[src/rtl/phy_ber_pkg.sv]
// Shared types for the PHY PRBS31 bit-error-rate test controller:
// controller state encoding and the status codes reported with done.
package phy_ber_pkg;

  typedef enum logic [2:0] {
    StIdle,
    StPhyRst,
    StWaitLock,
    StSettle,
    StMeasure,
    StDone
  } state_e;

  localparam logic [1:0] StatusPass        = 2'd0;
  localparam logic [1:0] StatusLockTimeout = 2'd1;
  localparam logic [1:0] StatusLockLost    = 2'd2;
  localparam logic [1:0] StatusBer         = 2'd3;

endpackage

[src/rtl/ber_sat_accum.sv]
// 32-bit saturating accumulator with synchronous clear and add-enable.
// o_sum_next exposes the value that will be registered on the next edge.
module ber_sat_accum (
  input  logic        i_clk,
  input  logic        i_rst_n,
  input  logic        i_clr,
  input  logic        i_en,
  input  logic [31:0] i_add,
  output logic [31:0] o_sum,
  output logic [31:0] o_sum_next
);

  logic [31:0] r_sum;
  logic [32:0] w_raw;

  always_comb begin
    w_raw      = {1'b0, r_sum} + {1'b0, i_add};
    o_sum_next = r_sum;
    if (i_clr) begin
      o_sum_next = '0;
    end else if (i_en) begin
      o_sum_next = w_raw[32] ? 32'hFFFF_FFFF : w_raw[31:0];
    end
  end

  always_ff @(posedge i_clk) begin
    if (!i_rst_n) begin
      r_sum <= '0;
    end else begin
      r_sum <= o_sum_next;
    end
  end

  assign o_sum = r_sum;

endmodule

[src/rtl/phy_ber_test_ctrl.sv]
// Sequences a PHY through reset, block lock and a PRBS31 measurement window,
// accumulating reported bit errors and classifying the run outcome.
module phy_ber_test_ctrl
  import phy_ber_pkg::*;
#(
  parameter int unsigned RST_CYCLES    = 16,
  parameter int unsigned LOCK_TIMEOUT  = 4096,
  parameter int unsigned SETTLE_CYCLES = 64,
  parameter int unsigned ERR_THRESH    = 0
) (
  input  logic        i_clk,
  input  logic        i_rst_n,
  input  logic        i_start,
  input  logic        i_abort,
  input  logic [31:0] i_cfg_window,
  input  logic        i_rx_block_lock,
  input  logic        i_rx_high_ber,
  input  logic [6:0]  i_rx_error_count,
  output logic        o_phy_rst,
  output logic        o_cfg_prbs31_enable,
  output logic        o_busy,
  output logic        o_done,
  output logic [1:0]  o_status,
  output logic [31:0] o_err_total,
  output logic [31:0] o_lock_cycles
);

  state_e      r_state, w_state_next;
  logic [31:0] r_cnt, w_cnt_next;
  logic [31:0] r_window;
  logic [1:0]  r_status, w_status_next;
  logic        w_clr, w_err_en, w_lock_en;
  logic [31:0] w_err_sum, w_err_next, w_lock_sum, w_lock_next;

  assign w_clr     = (r_state == StIdle) && i_start;
  assign w_err_en  = (r_state == StMeasure) && i_rx_block_lock && !i_abort;
  assign w_lock_en = (r_state == StWaitLock) && !i_rx_block_lock && !i_abort;

  ber_sat_accum u_err_accum (
    .i_clk      (i_clk),
    .i_rst_n    (i_rst_n),
    .i_clr      (w_clr),
    .i_en       (w_err_en),
    .i_add      ({25'd0, i_rx_error_count}),
    .o_sum      (w_err_sum),
    .o_sum_next (w_err_next)
  );

  ber_sat_accum u_lock_accum (
    .i_clk      (i_clk),
    .i_rst_n    (i_rst_n),
    .i_clr      (w_clr),
    .i_en       (w_lock_en),
    .i_add      (32'd1),
    .o_sum      (w_lock_sum),
    .o_sum_next (w_lock_next)
  );

  // Priority inside a state: abort, then lock lost, then high BER, then count expiry.
  always_comb begin
    w_state_next  = r_state;
    w_cnt_next    = r_cnt;
    w_status_next = r_status;
    if (r_state != StIdle && i_abort) begin
      w_state_next = StIdle;
    end else begin
      unique case (r_state)
        StIdle: begin
          if (i_start) begin
            w_state_next  = StPhyRst;
            w_cnt_next    = 32'(RST_CYCLES - 1);
            w_status_next = StatusPass;
          end
        end
        StPhyRst: begin
          if (r_cnt == '0) begin
            w_state_next = StWaitLock;
            w_cnt_next   = 32'(LOCK_TIMEOUT - 1);
          end else begin
            w_cnt_next = r_cnt - 32'd1;
          end
        end
        StWaitLock: begin
          if (i_rx_block_lock) begin
            w_state_next = StSettle;
            w_cnt_next   = 32'(SETTLE_CYCLES - 1);
          end else if (r_cnt == '0) begin
            w_state_next  = StDone;
            w_status_next = StatusLockTimeout;
          end else begin
            w_cnt_next = r_cnt - 32'd1;
          end
        end
        StSettle: begin
          if (!i_rx_block_lock) begin
            w_state_next  = StDone;
            w_status_next = StatusLockLost;
          end else if (r_cnt == '0) begin
            if (r_window == '0) begin
              w_state_next  = StDone;
              w_status_next = StatusPass;
            end else begin
              w_state_next = StMeasure;
              w_cnt_next   = r_window - 32'd1;
            end
          end else begin
            w_cnt_next = r_cnt - 32'd1;
          end
        end
        StMeasure: begin
          if (!i_rx_block_lock) begin
            w_state_next  = StDone;
            w_status_next = StatusLockLost;
          end else if (i_rx_high_ber) begin
            w_state_next  = StDone;
            w_status_next = StatusBer;
          end else if (r_cnt == '0) begin
            // Judge on the post-accumulation total so the last cycle's errors count.
            w_state_next  = StDone;
            w_status_next = (w_err_next <= 32'(ERR_THRESH)) ? StatusPass : StatusBer;
          end else begin
            w_cnt_next = r_cnt - 32'd1;
          end
        end
        StDone: begin
          w_state_next = StIdle;
        end
        default: begin
          w_state_next = StIdle;
        end
      endcase
    end
  end

  always_ff @(posedge i_clk) begin
    if (!i_rst_n) begin
      r_state  <= StIdle;
      r_cnt    <= '0;
      r_window <= '0;
      r_status <= StatusPass;
    end else begin
      r_state  <= w_state_next;
      r_cnt    <= w_cnt_next;
      r_status <= w_status_next;
      if (w_clr) begin
        r_window <= i_cfg_window;
      end
    end
  end

  always_comb begin
    o_phy_rst           = (r_state == StPhyRst);
    o_cfg_prbs31_enable = (r_state == StSettle) || (r_state == StMeasure);
    o_busy              = (r_state != StIdle);
    o_done              = (r_state == StDone);
    o_status            = r_status;
    o_err_total         = w_err_sum;
    o_lock_cycles       = w_lock_sum;
  end

endmodule

[config.mk]
export PLATFORM = sky130hd
export DESIGN_NAME = phy_ber_test_ctrl
export DESIGN_NICKNAME = d
export VERILOG_FILES = /design/src/rtl/phy_ber_pkg.sv /design/src/rtl/ber_sat_accum.sv /design/src/rtl/phy_ber_test_ctrl.sv
export SDC_FILE = /design/constraint.sdc
export NUM_CORES = 1
export LEC_CHECK = 0
export CORE_MARGIN = 4
export CORE_UTILIZATION = 50
export DETAILED_ROUTE_END_ITERATION = 12
export GPL_TIMING_DRIVEN = 0
export PLACE_DENSITY_LB_ADDON = 0.3
export SLEW_MARGIN = 20
export SYNTH_ARGS = -nofsm -noshare
export SYNTH_HDL_FRONTEND = slang
export SYNTH_HIERARCHICAL = 1
export SYNTH_SLANG_ARGS = --single-unit
[constraint.sdc]
create_clock -name i_clk -period 3.66 [get_ports i_clk]
set_input_delay 0.366 -clock i_clk [delete_from_list [all_inputs] [get_ports i_clk]]
set_output_delay 0.366 -clock i_clk [all_outputs]
set_load 0.1 [all_outputs]
==> out/results.txt <==
GRT Util Overall = 26.83%
Reg2reg setup slack = -60 ps
TritonCTS clock tree = yes
Most frequent cells in the layout = nor2_1, nand2_1, a21oi_1
DRC Markers = 0
Crit path from = u_err_accum/o_sum[0]
WP data required = 3960 ps
Outcome = finished, violations left
Final hold violations = 0
Ys Warns = 6
Post-Route Utilization = 63.63%
Pleak = 0.005302 µW
Worst-path clk slew = 60 ps
Final instance area = 0.01338 mm²
Clock latency on the worst-skew pair = 430 ps
Vias in the first global route = 10692
RR Endpoint = o_status[0]
Num ports = 115
Max Clk Rate = 268.8 MHz
Post-synthesis cell area = 0.01070 mm²
Post-Route WL = 33150 µm
Failing checks = setup timing
CTS buffer count = 17
Layout cell share with drive strength beyond 1 = 10.35%
Worst relative slew slack = 32.17%
Nets = 1764
Final HPWL DP = 24910 µm
Wire per inst = 17.11 µm
Core area = 0.02102 mm²
Reg2Reg Depth = 17
First-pass GRT wire length = 53230 µm
Slew @ Worst Pin = 1014 ps
Slew Limit Fails = 0
RSZ-0062 raised after global routing = true
Port bufs = 114
Initial antenna violation count = 0
Final Skew = 17.24 ps
Final setup margin = -60.06 ps
WP data arrival = 4020 ps
Max FO, Critical Path = 6
Worst VDD drop = 0.0003691 V
Power, Total = 5506 µW
R2r startpoint = u_err_accum/o_sum[0]
N_diodes = 0
Congestion Overflow GR = 0
Vias per cell = 5.931
Setup crit start kind = flip-flop
Initial core utilization = 50.88%
Iter 0 DRT Violations = 1058
Row Count = 53
Clk root buf = clkbuf_16
TritonRoute pass-1 iters = 9
Critical Path Sink Type = flip-flop
Critical path class = reg -> reg
Mapped Cells = 1450
Power per cell area = 411.6 mW/mm²
Area after DPL = 0.01239 mm²
CTS sink cnt = 133
Die X = 154.3 µm
Final Setup Violations = 1
Syn Area/Cell = 7.376 µm²
Post-DRT Antenna Nets = 0
Die H = 154.3 µm
Placer Congestion = 0.9569
HP Class = reg -> reg
H-Tree Level Count = 4
Fin crit share = 101.6%
Commonest non-fill, non-tap cell in the layout = nor2_1
Critical Path Sink = o_status[0]
Final min period = 3720 ps
Synth-to-layout area growth = 25.07%
Maximum number of pins on one net before global-route repair = 17
Max Cap Viol = 0
Detailed-route via count = 11489
Die area = 0.02379 mm²
Longest Clk Path Bufs = 2
metal layers:
layer,up-vias,track usage (%),routed length [µm]
met2,478,43.74,15140
met5,-,0,0
li1,5657,-,-
met4,0,8.242,881
met3,68,4.841,2388
met1,5286,36.27,14740
worst min path at each step:
stage / startpoint / end / cells after the start
6_report: o_status[1] / o_status[1] / 2
4_1_cts: o_status[1] / o_status[1] / 2
2_1_floorplan: r_cnt[23] / r_cnt[23] / 2
5_1_grt: o_status[0] / o_status[0] / 2
3_3_place_gp: o_status[1] / o_status[1] / 2
3_5_place_dp: o_status[1] / o_status[1] / 2
sequential cells by signal, indices dropped and copies added, names as in the netlist:
name / count
o_status: 2
r_cnt: 32
r_state: 3
r_window: 32
u_err_accum/o_sum: 32
u_lock_accum/o_sum: 32
metrics by stage:
step	worst slack (ps)	hold WS [ps]	TNS (ps)	instances
after global routing	-188.8	492.5	-237.6	1937
final	-60.06	445.6	-60.06	1937
after global placement	-1202	436.6	-2328	1895
after detailed placement	-1216	442.3	-2346	1895
after CTS	8.921	449.7	0	1934
after floorplan	10.76	430.4	0	1506
worst max-delay path: stages, from the launching register on:
cell and delay [ps]:
dfxtp_4 350, ha_4 170, fa_2 400, a21o_1 220, a31o_4 250, nand3_4 90, a31oi_4 110, a21oi_4 240
o21ai_4 160, buf_6 180, nor2_1 160, nor3_1 80, nor4_1 270, nand4_1 220, nor3_2 300, nor3_1 90
o2111ai_1 210, o21ai_1 90
what timing repair did:
item / CTS / global route
setup buffers: 8 / 3
setup endpoints to repair: 2 / 3
pin swaps: 8 / 25
gates resized for setup: 24 / 41
hold buffers: 0 / 0
gates cloned: 1 / 1
final cells by class:
cell class              instances  area (µm²)
plain buffers                  76       425.4
clock buffers                  19       442.9
clock inverters                13       181.4
fillers                      1881        7645
inverters                      24       93.84
multi-input cells            1270        7969
flip-flops and latches        133        2669
well taps                     275       344.1
repair buffers                127        1251
report_power, final:
| part | switching, µW | internal (µW) |
|---|---|---|
| Sequential | 100 | 1530 |
| Clock | 695 | 1160 |
| Combinational | 1340 | 690 |
| Total | 2130 | 3380 |
Power figures use the tool's default switching activity.
